**src/rtl/AXI_define.svh**
```systemverilog
// Shared AXI bus geometry for the master port, its interface and the bench.
// Latency: n/a (definitions only).
// Backpressure: n/a (definitions only).
`ifndef AXI_DEFINE_SVH
`define AXI_DEFINE_SVH
`define AXI_ID_BITS    4
`define AXI_ADDR_BITS  32
`define AXI_DATA_BITS  32
`define AXI_STRB_BITS  4
`define AXI_LEN_BITS   8
`define AXI_SIZE_BITS  3
`define AXI_BURST_BITS 2
`define AXI_RESP_BITS  2
`endif

```
**src/rtl/axi_master_port_if.sv**
```systemverilog
// AXI4 five-channel bundle between the master port and the crossbar.
// Latency: wires only, no storage.
// Backpressure: standard VALID/READY on every channel.
`include "AXI_define.svh"

interface axi_master_port_if;
  logic [`AXI_ID_BITS-1:0]    AWID;
  logic [`AXI_ADDR_BITS-1:0]  AWADDR;
  logic [`AXI_LEN_BITS-1:0]   AWLEN;
  logic [`AXI_SIZE_BITS-1:0]  AWSIZE;
  logic [`AXI_BURST_BITS-1:0] AWBURST;
  logic                       AWVALID;
  logic                       AWREADY;

  logic [`AXI_DATA_BITS-1:0]  WDATA;
  logic [`AXI_STRB_BITS-1:0]  WSTRB;
  logic                       WLAST;
  logic                       WVALID;
  logic                       WREADY;

  logic [`AXI_ID_BITS-1:0]    BID;
  logic [`AXI_RESP_BITS-1:0]  BRESP;
  logic                       BVALID;
  logic                       BREADY;

  logic [`AXI_ID_BITS-1:0]    ARID;
  logic [`AXI_ADDR_BITS-1:0]  ARADDR;
  logic [`AXI_LEN_BITS-1:0]   ARLEN;
  logic [`AXI_SIZE_BITS-1:0]  ARSIZE;
  logic [`AXI_BURST_BITS-1:0] ARBURST;
  logic                       ARVALID;
  logic                       ARREADY;

  logic [`AXI_ID_BITS-1:0]    RID;
  logic [`AXI_DATA_BITS-1:0]  RDATA;
  logic [`AXI_RESP_BITS-1:0]  RRESP;
  logic                       RLAST;
  logic                       RVALID;
  logic                       RREADY;

  modport master (
    output AWID, AWADDR, AWLEN, AWSIZE, AWBURST, AWVALID,
    input  AWREADY,
    output WDATA, WSTRB, WLAST, WVALID,
    input  WREADY,
    input  BID, BRESP, BVALID,
    output BREADY,
    output ARID, ARADDR, ARLEN, ARSIZE, ARBURST, ARVALID,
    input  ARREADY,
    input  RID, RDATA, RRESP, RLAST, RVALID,
    output RREADY
  );

  modport slave (
    input  AWID, AWADDR, AWLEN, AWSIZE, AWBURST, AWVALID,
    output AWREADY,
    input  WDATA, WSTRB, WLAST, WVALID,
    output WREADY,
    output BID, BRESP, BVALID,
    input  BREADY,
    input  ARID, ARADDR, ARLEN, ARSIZE, ARBURST, ARVALID,
    output ARREADY,
    output RID, RDATA, RRESP, RLAST, RVALID,
    input  RREADY
  );
endinterface

```
**src/rtl/axi_master_port.sv**
```systemverilog
// Single-outstanding AXI4 master: one valid/ready request -> one single-beat AXI read or write -> one response pulse.
// Latency: 3 cycles accept-to-rsp_valid with a zero-wait slave, +1 per slave wait cycle.
// Backpressure: req_ready only in IDLE; AXI VALID/READY are registered and hold until their own handshake.
`include "AXI_define.svh"

module axi_master_port #(
  parameter logic [`AXI_ID_BITS-1:0] MASTER_ID = '0
) (
  input  logic                      ACLK,
  input  logic                      ARESETn,
  input  logic                      req_valid,
  output logic                      req_ready,
  input  logic                      req_write,
  input  logic [`AXI_ADDR_BITS-1:0] req_addr,
  input  logic [`AXI_DATA_BITS-1:0] req_wdata,
  input  logic [`AXI_STRB_BITS-1:0] req_wstrb,
  output logic                      rsp_valid,
  output logic [`AXI_DATA_BITS-1:0] rsp_rdata,
  output logic                      rsp_err,
  axi_master_port_if.master         axi
);

  typedef enum logic [2:0] {
    S_IDLE,
    S_AR,
    S_R,
    S_AW_W,
    S_B
  } state_t;

  state_t                    state;
  logic [`AXI_ADDR_BITS-1:0] addr_q;
  logic [`AXI_DATA_BITS-1:0] wdata_q;
  logic [`AXI_STRB_BITS-1:0] wstrb_q;
  logic                      write_q;
  logic                      aw_done;
  logic                      w_done;
  logic                      ar_vld;
  logic                      aw_vld;
  logic                      w_vld;
  logic                      r_rdy;
  logic                      b_rdy;
  logic                      aw_hs;
  logic                      w_hs;
  logic                      unused_ids;

  // Response IDs are not checked: only one transaction is ever in flight.
  assign unused_ids = ^{axi.RID, axi.BID};

  assign aw_hs = aw_vld & axi.AWREADY;
  assign w_hs  = w_vld & axi.WREADY;

  // Payload comes only from the capture registers, so it is stable while VALID is up.
  assign axi.AWID    = MASTER_ID;
  assign axi.AWADDR  = addr_q;
  assign axi.AWLEN   = '0;
  assign axi.AWSIZE  = 3'b010;
  assign axi.AWBURST = 2'b01;
  assign axi.AWVALID = aw_vld;
  assign axi.WDATA   = wdata_q;
  assign axi.WSTRB   = wstrb_q;
  assign axi.WLAST   = 1'b1;
  assign axi.WVALID  = w_vld;
  assign axi.BREADY  = b_rdy;
  assign axi.ARID    = MASTER_ID;
  assign axi.ARADDR  = addr_q;
  assign axi.ARLEN   = '0;
  assign axi.ARSIZE  = 3'b010;
  assign axi.ARBURST = 2'b01;
  assign axi.ARVALID = ar_vld;
  assign axi.RREADY  = r_rdy;

  // Transaction FSM; every VALID/READY and response output is a register set on the transition into its state.
  always_ff @(posedge ACLK or negedge ARESETn) begin
    if (!ARESETn) begin
      state     <= S_IDLE;
      addr_q    <= '0;
      wdata_q   <= '0;
      wstrb_q   <= '0;
      write_q   <= 1'b0;
      aw_done   <= 1'b0;
      w_done    <= 1'b0;
      ar_vld    <= 1'b0;
      aw_vld    <= 1'b0;
      w_vld     <= 1'b0;
      r_rdy     <= 1'b0;
      b_rdy     <= 1'b0;
      req_ready <= 1'b1;
      rsp_valid <= 1'b0;
      rsp_err   <= 1'b0;
      rsp_rdata <= '0;
    end else begin
      rsp_valid <= 1'b0;
      case (state)
        S_IDLE: begin
          if (req_valid && req_ready) begin
            addr_q    <= req_addr;
            wdata_q   <= req_wdata;
            wstrb_q   <= req_wstrb;
            write_q   <= req_write;
            req_ready <= 1'b0;
            if (req_write) begin
              state   <= S_AW_W;
              aw_vld  <= 1'b1;
              w_vld   <= 1'b1;
              aw_done <= 1'b0;
              w_done  <= 1'b0;
            end else begin
              state  <= S_AR;
              ar_vld <= 1'b1;
            end
          end
        end
        S_AR: begin
          if (axi.ARREADY) begin
            ar_vld <= 1'b0;
            r_rdy  <= 1'b1;
            state  <= S_R;
          end
        end
        S_R: begin
          // Non-last beats are swallowed with RREADY left high; only the RLAST beat completes.
          if (axi.RVALID && axi.RLAST) begin
            r_rdy     <= 1'b0;
            rsp_valid <= 1'b1;
            rsp_err   <= |axi.RRESP;
            if (!write_q) begin
              rsp_rdata <= axi.RDATA;
            end
            req_ready <= 1'b1;
            state     <= S_IDLE;
          end
        end
        S_AW_W: begin
          if (aw_hs) begin
            aw_vld  <= 1'b0;
            aw_done <= 1'b1;
          end
          if (w_hs) begin
            w_vld  <= 1'b0;
            w_done <= 1'b1;
          end
          // Either channel may finish first or both in the same cycle.
          if ((aw_done || aw_hs) && (w_done || w_hs)) begin
            b_rdy <= 1'b1;
            state <= S_B;
          end
        end
        S_B: begin
          if (axi.BVALID) begin
            b_rdy     <= 1'b0;
            rsp_valid <= 1'b1;
            rsp_err   <= |axi.BRESP;
            req_ready <= 1'b1;
            state     <= S_IDLE;
          end
        end
        default: begin
          state     <= S_IDLE;
          ar_vld    <= 1'b0;
          aw_vld    <= 1'b0;
          w_vld     <= 1'b0;
          r_rdy     <= 1'b0;
          b_rdy     <= 1'b0;
          req_ready <= 1'b1;
        end
      endcase
    end
  end

endmodule

```
**src/flat_wrapper.sv**
```systemverilog
// flat-port wrapper written by rule: the top's interface ports become plain ports
module axi_master_port_flat 
#(
  parameter logic [`AXI_ID_BITS-1:0] MASTER_ID = '0
)
  (ACLK, ARESETn, req_valid, req_ready, req_write, req_addr, req_wdata, req_wstrb, rsp_valid, rsp_rdata, rsp_err, axi_AWID, axi_AWADDR, axi_AWLEN, axi_AWSIZE, axi_AWBURST, axi_AWVALID, axi_AWREADY, axi_WDATA, axi_WSTRB, axi_WLAST, axi_WVALID, axi_WREADY, axi_BID, axi_BRESP, axi_BVALID, axi_BREADY, axi_ARID, axi_ARADDR, axi_ARLEN, axi_ARSIZE, axi_ARBURST, axi_ARVALID, axi_ARREADY, axi_RID, axi_RDATA, axi_RRESP, axi_RLAST, axi_RVALID, axi_RREADY);
  axi_master_port_if axi_i ();
  input  logic ACLK;
  input  logic ARESETn;
  input  logic req_valid;
  output logic req_ready;
  input  logic req_write;
  input  logic [`AXI_ADDR_BITS-1:0] req_addr;
  input  logic [`AXI_DATA_BITS-1:0] req_wdata;
  input  logic [`AXI_STRB_BITS-1:0] req_wstrb;
  output logic rsp_valid;
  output logic [`AXI_DATA_BITS-1:0] rsp_rdata;
  output logic rsp_err;
  output wire logic [$bits(axi_i.AWID)-1:0] axi_AWID;
  output wire logic [$bits(axi_i.AWADDR)-1:0] axi_AWADDR;
  output wire logic [$bits(axi_i.AWLEN)-1:0] axi_AWLEN;
  output wire logic [$bits(axi_i.AWSIZE)-1:0] axi_AWSIZE;
  output wire logic [$bits(axi_i.AWBURST)-1:0] axi_AWBURST;
  output wire logic [$bits(axi_i.AWVALID)-1:0] axi_AWVALID;
  input wire logic [$bits(axi_i.AWREADY)-1:0] axi_AWREADY;
  output wire logic [$bits(axi_i.WDATA)-1:0] axi_WDATA;
  output wire logic [$bits(axi_i.WSTRB)-1:0] axi_WSTRB;
  output wire logic [$bits(axi_i.WLAST)-1:0] axi_WLAST;
  output wire logic [$bits(axi_i.WVALID)-1:0] axi_WVALID;
  input wire logic [$bits(axi_i.WREADY)-1:0] axi_WREADY;
  input wire logic [$bits(axi_i.BID)-1:0] axi_BID;
  input wire logic [$bits(axi_i.BRESP)-1:0] axi_BRESP;
  input wire logic [$bits(axi_i.BVALID)-1:0] axi_BVALID;
  output wire logic [$bits(axi_i.BREADY)-1:0] axi_BREADY;
  output wire logic [$bits(axi_i.ARID)-1:0] axi_ARID;
  output wire logic [$bits(axi_i.ARADDR)-1:0] axi_ARADDR;
  output wire logic [$bits(axi_i.ARLEN)-1:0] axi_ARLEN;
  output wire logic [$bits(axi_i.ARSIZE)-1:0] axi_ARSIZE;
  output wire logic [$bits(axi_i.ARBURST)-1:0] axi_ARBURST;
  output wire logic [$bits(axi_i.ARVALID)-1:0] axi_ARVALID;
  input wire logic [$bits(axi_i.ARREADY)-1:0] axi_ARREADY;
  input wire logic [$bits(axi_i.RID)-1:0] axi_RID;
  input wire logic [$bits(axi_i.RDATA)-1:0] axi_RDATA;
  input wire logic [$bits(axi_i.RRESP)-1:0] axi_RRESP;
  input wire logic [$bits(axi_i.RLAST)-1:0] axi_RLAST;
  input wire logic [$bits(axi_i.RVALID)-1:0] axi_RVALID;
  output wire logic [$bits(axi_i.RREADY)-1:0] axi_RREADY;
  assign axi_AWID = axi_i.AWID;
  assign axi_AWADDR = axi_i.AWADDR;
  assign axi_AWLEN = axi_i.AWLEN;
  assign axi_AWSIZE = axi_i.AWSIZE;
  assign axi_AWBURST = axi_i.AWBURST;
  assign axi_AWVALID = axi_i.AWVALID;
  assign axi_i.AWREADY = axi_AWREADY;
  assign axi_WDATA = axi_i.WDATA;
  assign axi_WSTRB = axi_i.WSTRB;
  assign axi_WLAST = axi_i.WLAST;
  assign axi_WVALID = axi_i.WVALID;
  assign axi_i.WREADY = axi_WREADY;
  assign axi_i.BID = axi_BID;
  assign axi_i.BRESP = axi_BRESP;
  assign axi_i.BVALID = axi_BVALID;
  assign axi_BREADY = axi_i.BREADY;
  assign axi_ARID = axi_i.ARID;
  assign axi_ARADDR = axi_i.ARADDR;
  assign axi_ARLEN = axi_i.ARLEN;
  assign axi_ARSIZE = axi_i.ARSIZE;
  assign axi_ARBURST = axi_i.ARBURST;
  assign axi_ARVALID = axi_i.ARVALID;
  assign axi_i.ARREADY = axi_ARREADY;
  assign axi_i.RID = axi_RID;
  assign axi_i.RDATA = axi_RDATA;
  assign axi_i.RRESP = axi_RRESP;
  assign axi_i.RLAST = axi_RLAST;
  assign axi_i.RVALID = axi_RVALID;
  assign axi_RREADY = axi_i.RREADY;
  axi_master_port #(.MASTER_ID(MASTER_ID)) u_core (.ACLK(ACLK), .ARESETn(ARESETn), .req_valid(req_valid), .req_ready(req_ready), .req_write(req_write), .req_addr(req_addr), .req_wdata(req_wdata), .req_wstrb(req_wstrb), .rsp_valid(rsp_valid), .rsp_rdata(rsp_rdata), .rsp_err(rsp_err), .axi(axi_i));
endmodule
```
**config.mk**
```make
export PLATFORM = sky130hd
export DESIGN_NAME = axi_master_port_flat
export DESIGN_NICKNAME = d
export VERILOG_FILES = /design/src/rtl/axi_master_port_if.sv /design/src/rtl/axi_master_port.sv /design/src/flat_wrapper.sv
export VERILOG_INCLUDE_DIRS = /design/src /design/src/rtl
export SDC_FILE = /design/constraint.sdc
export NUM_CORES = 1
export LEC_CHECK = 0
export ABC_AREA = 1
export CORE_MARGIN = 4
export CORE_UTILIZATION = 38
export DETAILED_ROUTE_END_ITERATION = 8
export PLACE_DENSITY = 0.79
export SLEW_MARGIN = 20
export SYNTH_ARGS = -nofsm -noshare
export SYNTH_HDL_FRONTEND = slang
export SYNTH_SLANG_ARGS = --single-unit
export TNS_END_PERCENT = 30
```
**constraint.sdc**
```tcl
create_clock -name ACLK -period 2.09 [get_ports ACLK]
set_clock_uncertainty 0.15 [all_clocks]
set_input_delay 0.5225 -clock ACLK [delete_from_list [all_inputs] [get_ports ACLK]]
set_output_delay 0.5225 -clock ACLK [all_outputs]
set_load 0.02 [all_outputs]
```
## Yosys cells after proc, flatten, opt, wreduce, memory -nomap -nowiden

Index checks and enable logic that the tools add are counted.
W data, S select, Z words.

- Memories: 0
- Logic and storage cells: 103
- Bits of input ports: 122
- Bits in latches: 0
- Output and inout bits: 175
- Bits in writable memories: 0
- Bits in read-only memories: 0
- Bits in registers: 114

- Equality and inequality tests: 13
- Multiply operators: 0
- Magnitude comparators: 0
- Reduce and logical (&&, ||, !) cells: 27
- Add/sub/neg operators: 0
- Divide/modulo/power cells: 0
- Bitwise gates (word level): 8
- Shift operators: 0
- Mux-type cells: 39

Operator list:

| operator | number |
|---|---|
| $reduce_and A4 Y1 | 6 |
| $mux W1 | 22 |
| $mux W3 | 5 |
| $pmux W1 S3 | 5 |
| $pmux W3 S5 | 1 |
| $reduce_and A3 Y1 | 4 |
| $reduce_or A3 Y1 | 4 |
| $ne A2 B1 Y1 const B | 5 |
| $ne A2 B2 Y1 const B | 4 |
| $pmux W1 S2 | 4 |
| $eq A3 B2 Y1 const B | 2 |
| $not A1 Y1 | 6 |
| $reduce_or A2 Y1 | 3 |
| $reduce_and A5 Y1 | 1 |
| $pmux W1 S4 | 1 |
| $reduce_bool A2 Y1 | 2 |
| $eq A3 B1 Y1 const B | 1 |
| $eq A3 B3 Y1 const B | 1 |
| $logic_and A1 B1 Y1 | 3 |
| $logic_not A3 Y1 | 1 |
| $and A1 B1 Y1 | 2 |
| $logic_or A1 B1 Y1 | 2 |
| $mux W2 | 1 |
| $reduce_and A2 Y1 | 1 |

## Logic depth before layout (Yosys ltp)

Gate-level depths: netlist (run 1).

- Depth after elaboration: 5
- Depth in mapped cells: 8
- Mapped depth without buffers: 8

## Least setup slack after synthesis (run 1)

OpenSTA, ideal clock, no wires.

- Path type: register to register
- Start point: reg u_core.req_ready
- End point: reg u_core.addr_q[0], in the netlist u_core.axi.ARADDR[0]
- Data required time: 1.823 ns
- Arrival: 1.295 ns
- Library setup time: 0.117 ns
- Setup slack: 0.528 ns
- Period minus slack after synthesis: 1.562 ns
- Cell stages (with the launch flop): 8
- Path through: dfstp_2 nand2_1 nor2_4 inv_2 buf_6 buf_6 nand2_1 nand2_1

- Word-level cells in the longest chain between the ends: 2

RTL lines:

| what | line | RTL |
|---|---|---|
| start, declared | axi_master_port.sv:12 | `output logic req_ready,` |
| start signal, assigned | axi_master_port.sv:88 | `req_ready <= 1'b1;` |
| start signal, assigned | axi_master_port.sv:101 | `req_ready <= 1'b0;` |
| start signal, assigned | axi_master_port.sv:130 | `req_ready <= 1'b1;` |
| $logic_and A1 B1 Y1 | axi_master_port.sv:96 | `if (req_valid && req_ready) begin` |
| $reduce_and A2 Y1 (no line) | n/a |  |
| end signal, assigned | axi_master_port.sv:97 | `addr_q <= req_addr;` |
| end, declared | axi_master_port.sv:32 | `` logic [`AXI_ADDR_BITS-1:0] addr_q; `` |

Every way passes these cells.
A chain may end at the register's enable or synchronous reset.

## Worst setup path after layout (run 1)

- Start point: reg u_core.addr_q[24], in the netlist u_core.axi.ARADDR[24]
- End point: out axi_AWADDR[24]

RTL lines:

| what | line | RTL |
|---|---|---|
| end, declared | flat_wrapper.sv:20 | `output wire logic [$bits(axi_i.AWADDR)-1:0] axi_AWADDR;` |

No word-level cell between the ends.

==> out/results.tsv, run 1 <==
metric	value	unit
residual DRC count	0	
port bufs	253	
GRT Total Usage	18.0	%
switching pwr	5.17	mW
Nets	947	
commonest non-fill, non-tap cell in the layout	nand2_1	
met2 WL	7.07	mm
Setup crit end kind	output port	
PD cells	1590	nW/um^2
Ant. Diodes	0	
CP Depth	1	
Cell Int Power	7.83	mW
Starting Density	39.5	%
final antenna-violating net count	0	
slowest cell delay on critical path	620	ps
logic gate share of total power	48.1	%
Reg2Reg Depth	6	
post-synthesis sequential area ratio	56.2	%
vias in the first global route	4184	
DR vias	4363	
critical path's slowest cell	clkdlybuf4s50_1	
metal3 WL	1.46	mm
crit start category	flop	
max_cap viols	0	
worst hold path class	reg -> reg	
Final min period	2060	ps
final wirelength	14.0	mm
Die H	124	um
layout cells sized above 1	5.61	%
top-area cell type share of the netlist area	55.7	%
CTS max path bufs	2	
Setup-failing EPs final	0	
share of power burned in the clock network	22.3	%
status	finished, final reports clean	
Clk Latency, worst-skew pair	400	ps
flops & latches, synth	114	
area delta synth->final	61.4	%
GRT overflow	0	
Critical Path AT	1390	ps
leakage	4.93	nW
crit-path leading delay family	buffers and inverters	
core area	12900	um^2
Post-DP Area	7450	um^2
most frequent cells in the layout	nand2_1 (274), clkdlybuf4s50_1 (157), dfrtp_1 (113)	
drt wl/cell	13.9	um
synth unique cells	21	
Sw Ratio	39.8	%
Synth area leader	dfrtp_1	
Post-Syn Area per Cell	8.48	um^2
R2R Setup Slk	370	ps
setup TNS	0	ps
fin crit share	98.4	%
H-Tree Depth	4	
gpl congestion	0.840	
worst-path fanout max	3	
CTS tree	yes	
ranking of synthesized cells by area	dfrtp_1 (56%), nand2_1 (20%), buf_4 (9.9%)	
clock transition at the registers of the reported paths	50	ps
Clock Root Buffer	clkbuf_16	
clk sinks	114	
Buffers & Inverters on Critical Path	1	
synthesized instance count	599	
Fmax	0.486	GHz
die span in x	124	um
CP required	1420	ps
crit path kind	reg -> out	
max-slew violations	0	
DP HPWL	10.3	mm
YS warnings	0	
DRT Pass-1 Iters	4	
maximum vdd drop	0.870	mV
final hold vios	0	
TritonCTS buffer count	17	
Hold Crit Depth	2	
cells along the critical path	clkdlybuf4s50_1	
Ports	297	
initial antenna violation count	0	
Top Layer Used	met4	
die area	15300	um^2
DRT met1 WL	5.30	mm
Reg power frac	29.6	%
fin area	8200	um^2
Iter 0 DRT Violations	166	
DR vias/cell	4.32	
Core Util, Final	63.7	%
largest net degree at the start of global routing	66	
first-pass GRT wire length	21.1	mm
FP Rows	41	
Synth Cell Area	5080	um^2
FILL cells	1054	
routing by layer:
metal	up-vias	global-route usage (%)
met5	-	0
met4	0	6.57
met3	15	8.27
met2	188	29.9
met1	1995	20.4
li1	2165	-
power by group through the flow:
| stage | registers [mW] | clock network (mW) | logic, mW |
|---|---|---|---|
| 5_1_grt | 3.99 | 3.06 | 6.80 |
| 2_1_floorplan | 5.04 | 0 | 2.53 |
| 3_3_place_gp | 3.87 | 0 | 6.48 |
| 3_5_place_dp | 3.90 | 0 | 6.58 |
| 6_report | 3.85 | 2.90 | 6.25 |
| 4_1_cts | 3.88 | 2.96 | 6.46 |
cell usage after synthesis, drive strengths merged:
master	count
inv	49
o21ai	40
buf	84
nand3	13
dfstp	1
conb	2
dfrtp	113
a21oi	2
or2	1
nor2	13
nand2	275
clkbuf	3
nand4	2
nand3b	1
final timing paths:
| kind | from | end |
|---|---|---|
| min in group asynchronous | ARESETn | u_core.axi.ARADDR[21]$_DFFE_PN0P_ |
| worst max register to register | u_core.state[2]$_DFFE_PN0P_ | u_core.axi.BREADY$_DFFE_PN0P_ |
| worst min-delay path | u_core.axi.WDATA[18]$_DFFE_PN0P_ | u_core.axi.WDATA[18]$_DFFE_PN0P_ |
| worst max-delay path | u_core.axi.ARADDR[24]$_DFFE_PN0P_ | axi_AWADDR[24] |
| worst min register to register | u_core.axi.WDATA[18]$_DFFE_PN0P_ | u_core.axi.WDATA[18]$_DFFE_PN0P_ |
| max in group asynchronous | ARESETn | u_core.axi.WDATA[20]$_DFFE_PN0P_ |
logic make-up after synthesis:
kind of cell    synth area share, %
compound gates                 4.14
buf+inv                        15.7
flops                          56.2
other cells                   0.148
simple gates                   23.9
repair_timing:
item	CTS	global route
endpoints found under the hold margin	55	0
setup endpoints to repair	29	70
hold buffers	1	0
gates resized for setup	26	69
buffers inserted	0	0
metrics by stage:
step	hold slack [ps]	setup slack, ps	instances	total power [mW]
after detailed placement	307	57.3	977	10.5
after global placement	302	92.0	977	10.3
final	314	32.5	1010	13.0
after floorplan	76.9	528	632	7.57
after global routing	334	-0.524	1010	13.8
after CTS	320	1.05	1010	13.3
registers in the layout, summed over array words and instances (netlist names), 3 cells and up:
signal and flops:
u_core.state 3, u_core.axi.WDATA 32, u_core.rsp_rdata 32, u_core.axi.ARADDR 32, u_core.axi.WSTRB 4
final cells by class:
type	count	area, um^2	share of cell area (%)
flip-flops and latches	114	2850	34.8
repair buffers	261	2800	34.1
well taps	172	215	2.63
clock buffers	21	460	5.62
inverters	49	184	2.24
clock inverters	11	135	1.65
multi-input cells	382	1550	19.0
Power figures use the tool's default switching activity.
==> inputs of run 2 (changes only) <==
--- a/config.mk
+++ b/config.mk
@@ -8,9 +8,9 @@
 export LEC_CHECK = 0
 export ABC_AREA = 1
 export CORE_MARGIN = 4
-export CORE_UTILIZATION = 38
+export CORE_UTILIZATION = 34
 export DETAILED_ROUTE_END_ITERATION = 8
-export PLACE_DENSITY = 0.79
+export PLACE_DENSITY = 0.74
 export SLEW_MARGIN = 20
 export SYNTH_ARGS = -nofsm -noshare
 export SYNTH_HDL_FRONTEND = slang
==> constraint.sdc (replaced) <==
create_clock -name ACLK -period 1.7 [get_ports ACLK]
set_clock_uncertainty 0.15 [all_clocks]
set_input_delay 0.425 -clock ACLK [delete_from_list [all_inputs] [get_ports ACLK]]
set_output_delay 0.425 -clock ACLK [all_outputs]
set_load 0.02 [all_outputs]
==> out/results.tsv, run 2 (synthesis results as in run 1) <==
metric	value	unit
maximum vdd drop	0.924	mV
Final min period	1700	ps
worst hold path class	reg -> reg	
PD cells	1990	nW/um^2
CTS max path bufs	2	
CP required	1120	ps
first-pass GRT wire length	21.4	mm
worst-path fanout max	3	
DR vias/cell	4.18	
area delta synth->final	53.3	%
port bufs	253	
final wirelength	13.9	mm
Worst R2R Start	u_core.req_ready$_DFFE_PN1P_	
worst r2r dst	u_core.aw_done$_DFFE_PN0P_	
layout cells sized above 1	20.2	%
Fmax	0.587	GHz
crit-path leading delay family	flip-flops	
clk sinks	114	
Worst Setup EP	axi_AWADDR[30]	
Clk Latency, worst-skew pair	410	ps
met2 Use GR	25.5	%
initial antenna violation count	0	
Nets	962	
Core Util, Final	53.4	%
Setup crit end kind	output port	
Setup-failing EPs final	2	
Critical Path AT	1130	ps
critical path's slowest cell	dfrtp_1	
die span in x	130	um
largest net degree at the start of global routing	78	
crit path from	u_core.axi.ARADDR[30]$_DFFE_PN0P_	
Buffers & Inverters on Critical Path	1	
TritonCTS buffer count	17	
DP HPWL	10.2	mm
residual DRC count	0	
Reg2Reg Depth	7	
GRT Total Usage	16.5	%
slowest cell delay on critical path	390	ps
gpl congestion	0.835	
M1 GR Usage	19.9	%
dpl ws	-264	ps
final antenna-violating net count	0	
RSZ-0062 raised after global routing	true	
H-Tree Depth	4	
drt wl/cell	13.4	um
area of the multi-input gates	1550	um^2
GR peak layer	met2	
most frequent cells in the layout	nand2_1 (274), clkdlybuf4s50_1 (112), dfrtp_1 (112)	
vias in the first global route	4167	
R2R Setup Slk	130	ps
crit path kind	reg -> out	
die area	17000	um^2
leakage	4.18	nW
final std cells w/o fill	1037	
GRT overflow	0	
GR met3 Demand/Resource	7.20	%
sequential cell area	2860	um^2
cells along the critical path	dlygate4sd2_1	
FILL cells	1397	
commonest non-fill, non-tap cell in the layout	nand2_1	
total placed cells including tap cells	1002	
fin crit share	100	%
failing checks	negative setup slack	
clock transition at the registers of the reported paths	50	ps
final setup margin	-4.10	ps
status	finished, violations left	
final hold vios	0	
Clock Root Buffer	clkbuf_16	
Ports	297	
DR vias	4333	
Starting Density	34.8	%
CTS tree	yes	
DRT Pass-1 Iters	5	
max-slew violations	0	
CP Depth	1	
FP Rows	44	
max_cap viols	0	
Iter 0 DRT Violations	128	
Die H	130	um
Ant. Diodes	0	
crit start category	flop	
core area	14600	um^2
run 2: metal layers:
layer,up-vias,share of wire [%],wire length [um]
met5,-,0,0
met4,0,2.2,301
met3,23,11,1490
met2,182,48,6680
met1,1934,39,5440
li1,2194,-,-
run 2: stage by stage:
step	hold WS [ps]	cell area [um^2]	setup TNS (ps)	total power, mW
2_1_floorplan	-20.6	5200	0	9.31
3_3_place_gp	303	7550	-17090	12.9
3_5_place_dp	308	7550	-19100	13.0
4_1_cts	317	8170	-173	16.1
5_1_grt	331	7790	-218	16.6
6_report	316	7790	-8.10	15.5
run 2: timing repair:
item	in CTS	in global routing
pin swaps	0	2
setup buffers	0	2
gates resized for setup	281	115
hold buffers	1	0
endpoints found under the setup margin	140	160
endpoints found under the hold margin	113	0
run 2: tightest hold or removal path, stage by stage (launching register included):
cell and delay (ps):
dfrtp_1 340, nand2_1 50, nand2_1 40
run 2: worst min path at each step:
stage	depth (start not counted)	startpoint	to
3_5_place_dp	2	u_core.axi.WDATA[1]$_DFFE_PN0P_	u_core.axi.WDATA[1]$_DFFE_PN0P_
2_1_floorplan	0	ARESETn	u_core.aw_done$_DFFE_PN0P_
4_1_cts	2	u_core.axi.WDATA[1]$_DFFE_PN0P_	u_core.axi.WDATA[1]$_DFFE_PN0P_
6_report	2	u_core.axi.WDATA[29]$_DFFE_PN0P_	u_core.axi.WDATA[29]$_DFFE_PN0P_
3_3_place_gp	2	u_core.axi.WDATA[19]$_DFFE_PN0P_	u_core.axi.WDATA[19]$_DFFE_PN0P_
5_1_grt	2	u_core.axi.WDATA[20]$_DFFE_PN0P_	u_core.axi.WDATA[20]$_DFFE_PN0P_
run 2: power by group:
part | total (mW) | switching [mW] | internal (mW)
sequential | 4.76 | 0.772 | 3.99
combinational | 6.97 | 4.40 | 2.57
clock | 3.77 | 1.22 | 2.56
run 2: cell type report:
class                      instances  area share (%)
sequential                       114            36.7
timing repair buffer             276            30.0
multi-input combinational        382            20.0
clock buffer                      22            6.09
tap                              184            2.96
inverter                          49            2.36
clock inverter                    10            1.99
